**src/rtl/rv32i_types.sv**
```systemverilog
// Shared types for the BTB update path: the BTB entry layout, the queued
// update record, and the 2-bit saturating counter step.
package rv32i_types;

  typedef logic [31:0] rv32i_word;

  typedef struct packed {
    logic [31:0] target;
    logic [1:0]  ctr;
  } btb_entry;

  typedef struct packed {
    rv32i_word pc;
    btb_entry  entry;
  } btb_update_t;

  localparam logic [1:0] BTB_CTR_WEAK_TAKEN = 2'b10;

  // Next counter value. A miss only reaches the queue when the branch was
  // taken, so a freshly allocated entry starts out weakly taken.
  function automatic logic [1:0] ctr_next(input logic hit, input logic taken,
                                          input logic [1:0] ctr);
    if (!hit) return BTB_CTR_WEAK_TAKEN;
    if (taken) return (ctr == 2'b11) ? 2'b11 : ctr + 2'b01;
    return (ctr == 2'b00) ? 2'b00 : ctr - 2'b01;
  endfunction

endpackage

```
**src/rtl/btb_update_fifo.sv**
```systemverilog
// Circular queue of pending BTB updates. Besides a normal push it can
// rewrite the youngest entry in place so repeated updates to one PC coalesce.
module btb_update_fifo
  import rv32i_types::*;
#(
  parameter int DEPTH = 4,
  parameter int PTR_W = $clog2(DEPTH)
) (
  input  logic              clk,
  input  logic              rst,
  input  logic              push,
  input  logic              overwrite_tail,
  input  btb_update_t       wr_data,
  input  logic              pop,
  output btb_update_t       head_data,
  output rv32i_word         tail_pc,
  output logic              full,
  output logic              empty,
  output logic [PTR_W:0]    count
);

  btb_update_t      mem [DEPTH];
  logic [PTR_W-1:0] head;
  logic [PTR_W-1:0] tail;
  logic [PTR_W-1:0] tail_prev;

  assign tail_prev = tail - PTR_W'(1);
  assign empty     = (count == '0);
  assign full      = (count == (PTR_W+1)'(DEPTH));
  assign head_data = mem[head];
  assign tail_pc   = mem[tail_prev].pc;

  // Pointer and occupancy tracking; reset drops everything queued.
  always_ff @(posedge clk) begin
    if (rst) begin
      head  <= '0;
      tail  <= '0;
      count <= '0;
    end else begin
      if (pop)  head <= head + PTR_W'(1);
      if (push) tail <= tail + PTR_W'(1);
      case ({push, pop})
        2'b10:   count <= count + (PTR_W+1)'(1);
        2'b01:   count <= count - (PTR_W+1)'(1);
        default: count <= count;
      endcase
    end
  end

  // Entry storage; contents of unoccupied slots are never observed.
  always_ff @(posedge clk) begin
    if (push)                mem[tail]      <= wr_data;
    else if (overwrite_tail) mem[tail_prev] <= wr_data;
  end

endmodule

```
**src/rtl/btb_update_unit.sv**
```systemverilog
// Branch-resolution side of the BTB: detects mispredictions against the
// fetch-time prediction, raises a registered redirect, and queues counter /
// target updates that drain one per cycle into the BTB write port.
module btb_update_unit
  import rv32i_types::*;
#(
  parameter int DEPTH = 4,
  parameter int PTR_W = $clog2(DEPTH)
) (
  input  logic           clk,
  input  logic           rst,
  input  logic           res_valid,
  output logic           res_ready,
  input  logic [31:0]    res_pc,
  input  logic           res_taken,
  input  logic [31:0]    res_target,
  input  logic           res_btb_hit,
  input  btb_entry       res_btb_entry,
  input  logic           btb_wr_grant,
  output logic           btb_load,
  output logic [31:0]    btb_write_address,
  output btb_entry       btb_in,
  output logic           mispredict,
  output logic [31:0]    redirect_pc,
  output logic [PTR_W:0] fifo_count
);

  logic        full;
  logic        empty;
  logic        pop;
  logic        acc;
  logic        pred_taken;
  logic        mis_cond;
  logic        enq;
  logic        coalesce;
  logic        push;
  btb_update_t head_data;
  btb_update_t upd;
  rv32i_word   tail_pc;

  assign btb_load   = !empty;
  assign pop        = btb_load && btb_wr_grant;
  assign res_ready  = !full || pop;
  assign acc        = res_valid && res_ready;

  assign pred_taken = res_btb_hit && res_btb_entry.ctr[1];
  assign mis_cond   = (pred_taken != res_taken) ||
                      (pred_taken && res_taken && (res_btb_entry.target != res_target));

  // Build the update record; a not-taken outcome keeps the old target.
  always_comb begin
    upd              = '0;
    upd.pc           = res_pc;
    upd.entry.target = res_taken ? res_target : res_btb_entry.target;
    upd.entry.ctr    = ctr_next(res_btb_hit, res_taken, res_btb_entry.ctr);
  end

  // Not-taken misses carry no information worth writing. Coalescing into
  // the youngest entry is skipped when that entry is the one leaving now.
  assign enq      = acc && (res_btb_hit || res_taken);
  assign coalesce = enq && !empty && (tail_pc == res_pc) &&
                    !(pop && (fifo_count == (PTR_W+1)'(1)));
  assign push     = enq && !coalesce;

  btb_update_fifo #(
    .DEPTH (DEPTH),
    .PTR_W (PTR_W)
  ) u_fifo (
    .clk            (clk),
    .rst            (rst),
    .push           (push),
    .overwrite_tail (coalesce),
    .wr_data        (upd),
    .pop            (pop),
    .head_data      (head_data),
    .tail_pc        (tail_pc),
    .full           (full),
    .empty          (empty),
    .count          (fifo_count)
  );

  assign btb_write_address = empty ? '0 : head_data.pc;
  assign btb_in            = empty ? '0 : head_data.entry;

  // One-cycle redirect pulse; the redirect PC persists until replaced.
  always_ff @(posedge clk) begin
    if (rst) begin
      mispredict  <= 1'b0;
      redirect_pc <= '0;
    end else begin
      mispredict <= acc && mis_cond;
      if (acc && mis_cond)
        redirect_pc <= res_taken ? res_target : res_pc + 32'd4;
    end
  end

endmodule
```
**config.mk**
```make
export PLATFORM = sky130hd
export DESIGN_NAME = btb_update_unit
export DESIGN_NICKNAME = d
export VERILOG_FILES = /design/src/rtl/rv32i_types.sv /design/src/rtl/btb_update_fifo.sv /design/src/rtl/btb_update_unit.sv
export SDC_FILE = /design/constraint.sdc
export NUM_CORES = 1
export LEC_CHECK = 0
export CAP_MARGIN = 20
export CORE_ASPECT_RATIO = 1.2
export CORE_MARGIN = 2
export CORE_UTILIZATION = 43
export CTS_CLUSTER_DIAMETER = 100
export DETAILED_ROUTE_END_ITERATION = 7
export PLACE_DENSITY = 0.68
export SETUP_SLACK_MARGIN = 0.2
export SLEW_MARGIN = 40
export SYNTH_ARGS = -nofsm -noshare
export SYNTH_HDL_FRONTEND = slang
export SYNTH_SLANG_ARGS = --single-unit
```
**constraint.sdc**
```tcl
create_clock -name clk -period 8.5 [get_ports clk]
set_input_delay 1.7 -clock clk [delete_from_list [all_inputs] [get_ports clk]]
set_output_delay 1.7 -clock clk [all_outputs]
set_load 0.005 [all_outputs]
```
==> flow_summary.rst <==
.. list-table::
   :header-rows: 1

   * - Metric
     - Value
   * - Number of buffers inserted for hold repair after clock tree synthesis
     - 0
   * - Num CTS Buffers
     - 30
   * - Detail Route Antenna Nets
     - 0
   * - Cell with the most instances after synthesis
     - edfxtp_1
   * - Primary FF master, synth
     - edfxtp_1
   * - Flop and latch count out of synthesis
     - ~310
   * - Clock latency reported for the late side of the worst-skew pair
     - ~0.55 ns
   * - Net count after synthesis
     - around 1100
   * - Number of antenna violations at the first check in global routing
     - 1
   * - Longest Clk Path Bufs
     - 3
   * - Final-report setup violation count
     - 0
   * - Port Buffers
     - 207
   * - DRC marker count from the first detailed-route iteration
     - about 760
   * - Worst hold path class
     - flop to flop
   * - Avg Cell Area, Syn
     - about 15 µm²
   * - Yosys top cell area share
     - 0.555
   * - Clock Sink Count
     - just over 300
   * - LEAKAGE
     - about 5.8 nW
   * - Multi-input logic area
     - between 5000 and 6000 µm²
   * - Slowest-stage cell, CP
     - buf_4
   * - Final worst-path setup slack
     - approximately 3.3 ns
   * - Highest net fanout along the worst path
     - 49
   * - Number of global-route vias before repair
     - 8998
   * - Number of fill cells in the layout
     - around 2600
   * - Data required time of the critical path
     - approximately 8.7 ns
   * - Post-route minimum period
     - a little over 5 ns
   * - Setup Fix Bufs, Post-CTS
     - 0
   * - Ratio of final minimum period to clock period
     - 0.608
   * - Die width
     - 170 µm
   * - Number of distinct library cells after synthesis
     - 40
   * - VDD IR-drop max
     - around 0.17 mV
   * - Status
     - finished clean
   * - Final sum of negative setup slack
     - 0 ns
   * - Resized Gates After CTS
     - 0
   * - Fmax achieved
     - 0.193 GHz
   * - Transition time of the tightest slew-check pin
     - 0.907 ns
   * - Sequential standard cell area
     - 8780 µm²
   * - Setup repair after global routing missed its margin
     - false
   * - Global routing usage summed across all routing layers
     - 0.214
   * - Total standard cell area after synthesis
     - 14300 µm²
   * - Endpoint arrival time on the critical path
     - 5.35 ns
   * - Area of the core
     - around 33000 µm²
   * - Global route total overflow
     - 0
   * - Synth area leader
     - edfxtp_1
   * - Detail-routed net length per standard cell
     - around 23 µm
   * - Setup slack after placement
     - 2.74 ns
   * - I/O Pins
     - 208
   * - Top cells by area in the synthesized netlist
     - edfxtp_1 55%, mux4_2 15%, dfxtp_1 5.9%
   * - DR vias
     - 8804
   * - Effective utilization at floorplan
     - 0.434
   * - Number of synthesized flops with an enable pin
     - roughly 260
   * - Crit path capture type
     - flop
   * - First-pass GRT wire length
     - 55.0 mm
   * - MaxCap Viol Count
     - 0
   * - Category of the worst setup path launch point
     - primary input
   * - Cell chosen for the clock root
     - clkbuf_16
   * - Die Span Y
     - 204 µm
   * - Clk slew on worst S/H paths
     - 0.06 ns
   * - Fraction of layout instances using a drive strength above 1
     - 0.148
   * - Number of detailed-routing iterations run before antenna repair
     - 5
   * - Number of warning messages in the yosys log
     - 0
   * - Most frequent cells after synthesis
     - 264 x edfxtp_1, 96 x mux4_2, 70 x and2_1
   * - Sum of routed wire length over all layers
     - 37.5 mm
   * - Delay of the slowest cell on the worst path
     - ~0.72 ns
   * - Final HPWL DP
     - 25.4 mm
   * - Slew Limit Headroom
     - 0.389
   * - Routability Congestion
     - 0.827
   * - CTS H-tree depth
     - 1
   * - Synth-to-Final Area Change
     - 25.1%
   * - Number of max-slew violations in the final report
     - 0
   * - Power density cells
     - approximately 250 nW/µm²
   * - Floorplan die area
     - 34700 µm²
   * - Detail-routed via count per cell
     - 5.42
   * - Pin count of the biggest net entering global routing
     - 101
   * - CTS tree
     - yes
   * - Critical path class
     - primary input to flop
   * - Asr flop ratio synth
     - 0
   * - Cell count after synthesis
     - between 900 and 1000
   * - Fin Hold WS
     - 0.477 ns
   * - Max Clock Skew
     - 0.0100 ns
   * - Net total in the final layout
     - 1259
   * - Hold Violations, Final
     - 0
   * - Site Rows
     - 73
   * - Sequential share of the synthesized area
     - 0.613
   * - DRC
     - 0
   * - Crit-path cells
     - clkdlybuf4s50_1, xnor2_1, nand4_1, nor4_1, and4b_1, nand3_1, a21oi_4, buf_4
power by group:
group / internal [mW] / total, mW / switching (mW) / leakage [nW]
sequential: 1.72 / 1.80 / 0.0789 / 2.76
combinational: 0.733 / 1.28 / 0.548 / 2.56
clock: 0.783 / 1.34 / 0.556 / 0.493
total: 3.24 / 4.42 / 1.18 / 5.82
layout by cell type, fill, tap and decap left out, types with 3 or more instances in the layout:
master,n
ha_1,7
or3_1,3
nor2_1,43
buf_4,12
nand4_1,15
clkbuf_16,31
a21oi_1,9
o21ai_0,60
inv_1,38
nand2_1,41
bufinv_16,4
clkinv_2,11
nand2b_1,9
clkinv_1,5
a21oi_4,3
xnor2_1,53
a311oi_1,3
xor2_1,45
edfxtp_1,264
clkbuf_1,3
mux4_2,96
diode_2,3
nor3_1,10
dfxtp_1,39
mux2_2,3
and4_1,6
nor4_1,11
clkdlybuf4s50_1,206
mux2i_1,31
buf_6,3
nand3_1,13
and2_1,70
state kept, by name (all words and copies together), names as in the netlist, named ones only:
name          flops
mispredict        1
u_fifo.tail       2
redirect_pc      32
u_fifo.mem      264
u_fifo.head       2
u_fifo.count      3
worst max-delay path, delay by kind of cell:
| family | cells | cell delay, ns |
|---|---|---|
| compound gates | 1 | 0.67 |
| xor+xnor | 1 | 0.40 |
| buf+inv | 2 | 1.32 |
| simple gates | 4 | 1.20 |
routing by layer:
layer | GRT usage | vias up | part of all wire
met4 | 0.0577 | 0 | 0.026
met1 | 0.289 | 4459 | 0.42
li1 | - | 3987 | -
met3 | 0.0287 | 54 | 0.056
met5 | 0 | - | 0
met2 | 0.366 | 304 | 0.50
final timing paths:
check / startpoint / end / slack [ns] / cells after the start
max reg2reg: u_fifo.tail[0] / u_fifo.mem[1][31] / 3.39 / 9
max: res_pc[6] / u_fifo.mem[1][31] / 3.33 / 8
min reg2reg: redirect_pc[31] / redirect_pc[31] / 0.48 / 2
min: redirect_pc[31] / redirect_pc[31] / 0.48 / 2
metrics by stage:
stage,std cells,instance area (µm²),util,power [mW]
after global placement,1564,16900,0.511,3.12
after global routing,1623,17900,0.542,4.62
after CTS,1622,17900,0.542,4.48
final,1625,17900,0.542,4.42
after detailed placement,1566,16900,0.512,3.13
after floorplan,950,14300,-,2.45
layout make-up:
class	instances	area share
flip-flops and latches	306	0.491
multi-input cells	549	0.290
repair buffers	223	0.124
clock buffers	34	0.0440
well taps	450	0.0315
clock inverters	22	0.0117
inverters	38	0.00798
diodes	3	0.000420
cells by family after synthesis:
family	Yosys count	synth area share
XOR/XNOR	98	0.0600
AO/OA/AOI/OAI	82	0.0309
multiplexers	130	0.175
adder cells (fa/ha/maj)	8	0.00683
buffers and inverters	95	0.0274
AND/OR/NAND/NOR	231	0.0862
flip-flops	306	0.613
Note: power is estimated with default switching activity, not from simulation.
==> patch 1 (same flow settings) <==
`DEPTH` is set to 4 in 2 places; all go to 8.
--- a/src/rtl/btb_update_fifo.sv
+++ b/src/rtl/btb_update_fifo.sv
@@ -3,7 +3,7 @@
 module btb_update_fifo
   import rv32i_types::*;
 #(
-  parameter int DEPTH = 4,
+  parameter int DEPTH = 8,
   parameter int PTR_W = $clog2(DEPTH)
 ) (
   input  logic              clk,
--- a/src/rtl/btb_update_unit.sv
+++ b/src/rtl/btb_update_unit.sv
@@ -4,7 +4,7 @@
 module btb_update_unit
   import rv32i_types::*;
 #(
-  parameter int DEPTH = 4,
+  parameter int DEPTH = 8,
   parameter int PTR_W = $clog2(DEPTH)
 ) (
   input  logic           clk,
Ports: changed (resized fifo_count); port bits go from 208 to 209. No check against the original RTL was run, so the function may have changed too.
==> patch 1 against the original RTL <==
- synthesized area increased by 82%
- sequential cell count increased by 268
- routed wire length increased by 87%
- via count increased by 71%
- worst setup slack got worse by 460 ps
- power increased by 77%
- cell area increased by 73%
- worst hold slack improved by 19 ps
- critical path type is now flop to flop
- largest power group unchanged
- highest routed layer is now met5
==> patch 1: results <==
[layout]
largestRegisters = "u_fifo.mem (528), redirect_pc (32), u_fifo.count (4)"
layout.nets = 1870
drive_gt1_share_pct = 18.7
fillers = 4807

[global_route]
track_usage_pct = 22.4
gr-usage-met3_pct = 5.66
grt_pass1_wl_um = 102000
grt_use_met1_pct = 29.3
met2_usage_pct = 36.9
antenna_found_initial = 4

[placement]
post-place-ws_ps = 2470
dp_hpwl_um = 46500
routabilityCongestion = 0.919
dpl_cell_area_um2 = 29100
dp.cells = 2497
io_buffers = 208

[routing]
vias = 15000
top_layer = "met5"
drtPass1Iterations = 6
drt-initial-drc-count = 1628
post_drt_wl_per_cell_um = 26.9
wl_um = 70100
met1_length_um = 27500
met2_length_um = 34400
dr_wl_met3_um = 6330

[power]
combPwrFrac_pct = 26.5
leakage_nw = 9.67
clkPwrFrac_pct = 31.3
p_seq_w = 0.00329
intPower_w = 0.00565
peakVddDrop_mv = 0.181

[setup_path]
path_max_fanout = 46
reg2reg_to = "u_fifo.mem[7][40]$_DFFE_PP_"
crit_path_max_incr_delay_ps = 640
rrSetupSlack_ps = 2870
cp.arrival_ps = 5860
crit_start = "u_fifo.tail[0]$_SDFFE_PP0P_"
cp-endpoint = "u_fifo.mem[7][40]$_DFFE_PP_"

[synthesis]
synth_edf_count = 528
synth_commonest_cells = "528 x edfxtp_1, 190 x mux4_2, 126 x nor2_1"
yosysSeqAreaShare_pct = 64.4
synth_area_leaders = "edfxtp_1 61%, mux4_2 16%, mux2i_1 4.5%"
synth_area_per_cell_um2 = 16.7
synth.distinct_cells = 52

[clocking]
numCtsBuffers = 58
clk_latency_ps = 620
htreeDepth = 2

[timing]
fmaxAchievable_ghz = 0.178
tightestPinTransition_ps = 844
clock_skew_ps = 28.0

[status]
status = "finished, final reports clean"
==> patch 1: changes by cell type in the layout (fill, tap and decap cells not counted), sizes merged, moves of 38 or more <==
cell    delta
xnor2     +44
clkbuf    +38
edfxtp   +264
mux4      +94
and2      -65
nor2      +82
mux2i     +87
==> patch 1: cell families (layout without fill, tap and decap cells) <==
kind of cell | Yosys count | count (layout) | share of synthesized area, %
fa+ha+maj | 10 | 10 | 0.471
buf+inv | 148 | 397 | 2.35
simple gates | 268 | 268 | 4.61
flops | 574 | 574 | 64.4
compound gates | 116 | 116 | 2.66
other cells | 0 | 1 | 0
mux | 309 | 309 | 21.0
xor+xnor | 131 | 131 | 4.48
==> patch 1: worst min-delay path by stage <==
stage,from,to,slack [ps],depth (start not counted)
detailed placement,redirect_pc[9]$_SDFFE_PP0P_,redirect_pc[9]$_SDFFE_PP0P_,480,2
CTS,redirect_pc[9]$_SDFFE_PP0P_,redirect_pc[9]$_SDFFE_PP0P_,500,2
global placement,redirect_pc[20]$_SDFFE_PP0P_,redirect_pc[20]$_SDFFE_PP0P_,480,2
global route,redirect_pc[9]$_SDFFE_PP0P_,redirect_pc[9]$_SDFFE_PP0P_,530,2
finish,redirect_pc[9]$_SDFFE_PP0P_,redirect_pc[9]$_SDFFE_PP0P_,500,2
floorplan,u_fifo.head[2]$_SDFFE_PP0P_,flop,480,2
==> patch 1: final cells by class <==
cell class              instances  area [um2]  area share, %
flip-flops and latches        574       16800           54.2
multi-input cells             834        8780           28.4
repair buffers                242        2390           7.73
clock buffers                  72        1550           4.99
well taps                     800        1000           3.23
clock inverters                36         282          0.909
inverters                      47         176          0.570
diodes                          1        2.50        0.00808
==> patch 2 (config.mk and constraints unchanged) <==
Without the edit above. Register the output `fifo_count`, with the module's reset; this adds one clock of latency there. The other outputs are not delayed to match.
--- a/src/rtl/btb_update_unit.sv
+++ b/src/rtl/btb_update_unit.sv
@@ -24,6 +24,8 @@
   output logic [31:0]    redirect_pc,
   output logic [PTR_W:0] fifo_count
 );
+
+  logic [PTR_W:0] fifo_count_d;
 
   logic        full;
   logic        empty;
@@ -59,7 +61,7 @@
   // the youngest entry is skipped when that entry is the one leaving now.
   assign enq      = acc && (res_btb_hit || res_taken);
   assign coalesce = enq && !empty && (tail_pc == res_pc) &&
-                    !(pop && (fifo_count == (PTR_W+1)'(1)));
+                    !(pop && (fifo_count_d == (PTR_W+1)'(1)));
   assign push     = enq && !coalesce;
 
   btb_update_fifo #(
@@ -76,7 +78,7 @@
     .tail_pc        (tail_pc),
     .full           (full),
     .empty          (empty),
-    .count          (fifo_count)
+    .count          (fifo_count_d)
   );
 
   assign btb_write_address = empty ? '0 : head_data.pc;
@@ -94,4 +96,12 @@
     end
   end
 
+  always_ff @(posedge clk) begin
+    if (rst) begin
+      fifo_count <= '0;
+    end else begin
+      fifo_count <= fifo_count_d;
+    end
+  end
+
 endmodule
Function: changed (a bounded check fails within 4 cycles, from zero or initial values and one cycle with rst high).
==> patch 2 against the original RTL <==
- clock skew is 0.77 ps lower
- worst setup slack better by 240 ps
- cell area is 1.0% higher
- final cell count is 1.0% higher
- critical path depth is 4 lower
- power is 0.52% lower
- sequential cell count is 3 higher
- synthesized area is 1.7% higher
- routed wire length is 1.4% higher
- largest power group unchanged
- highest routed layer is now met5
==> patch 2: results <==
[synthesis]
synth_area_leaders = "edfxtp_1 55%, mux4_2 14%, dfxtp_1 6.2%"
synthMuxAreaShare_pct = 17.4
synth_nets = 1080
synth.distinct_cells = 49
yosysSeqAreaShare_pct = 60.7
synth_compound_area_share_pct = 3.48
synth_xor_area_share_pct = 6.07

[placement]
dp_hpwl_um = 26100

[clocking]
numCtsBuffers = 31

[power]
intPower_w = 0.00322
peakVddDrop_mv = 0.192
leakage_nw = 5.92
powerClk_w = 0.00129

[routing]
avgViaCountPerCell = 5.45
wl_um = 38000
dr_wl_met3_um = 2230
drt-initial-drc-count = 688
met1_length_um = 15800

[layout]
layout.nets = 1278
drive_gt1_share_pct = 15.3

[setup_path]
path_max_fanout = 39

[global_route]
gr-usage-met3_pct = 2.96
met2_usage_pct = 36.5
grt_pass1_wl_um = 55700
grt_use_met1_pct = 28.8

[status]
status = "finished, final reports clean"
## patch 2: cell count changes after synthesis, moves of 5 or more
cell      before  now
mux2i_1       31   36
o21ai_1        0    7
o21ai_0       60   43
xor2_1        45   50
o211ai_1       2    9
clkbuf_1      33   47
and3_1         1    8
buf_2         10    1
nand2b_1      10   19
## patch 2: layout make-up
| class | count | area (um2) | share of cell area, % |
|---|---|---|---|
| clock buffers | 46 | 883 | 4.89 |
| diodes | 1 | 2.50 | 0.0139 |
| multi-input cells | 565 | 5360 | 29.7 |
| well taps | 450 | 563 | 3.12 |
| clock inverters | 11 | 82.6 | 0.457 |
| repair buffers | 224 | 2200 | 12.2 |
| inverters | 36 | 135 | 0.748 |
| flip-flops and latches | 309 | 8840 | 48.9 |
## patch 2: metrics by stage
stage / power [W] / cells / hold slack (ps) / util (%) / cell area, um2
3_3_place_gp: 0.00314 / 1582 / 460 / 51.3 / 17100
4_1_cts: 0.00445 / 1640 / 484 / 54.3 / 18100
3_5_place_dp: 0.00315 / 1583 / 474 / 51.4 / 17100
5_1_grt: 0.00459 / 1641 / 507 / 54.3 / 18100
6_report: 0.00440 / 1642 / 481 / 54.3 / 18100
2_1_floorplan: 0.00248 / 969 / 463 / - / 14500
## patch 2: worst paths after layout
check | start | end | slack (ps)
setup / recovery | flop | btb_write_address[1] | 3570
hold / removal | redirect_pc[31]$_SDFFE_PP0P_ | redirect_pc[31]$_SDFFE_PP0P_ | 480
setup reg to reg | u_fifo.tail[0]$_SDFFE_PP0P_ | u_fifo.mem[1][64]$_DFFE_PP_ | 4100
hold reg to reg | redirect_pc[31]$_SDFFE_PP0P_ | redirect_pc[31]$_SDFFE_PP0P_ | 480
## patch 2: critical path: stages, from the launching register on
cell,delay [ps]
dfxtp_4,750
buf_4,660
mux4_2,600
and2_1,180
clkdlybuf4s50_1,440
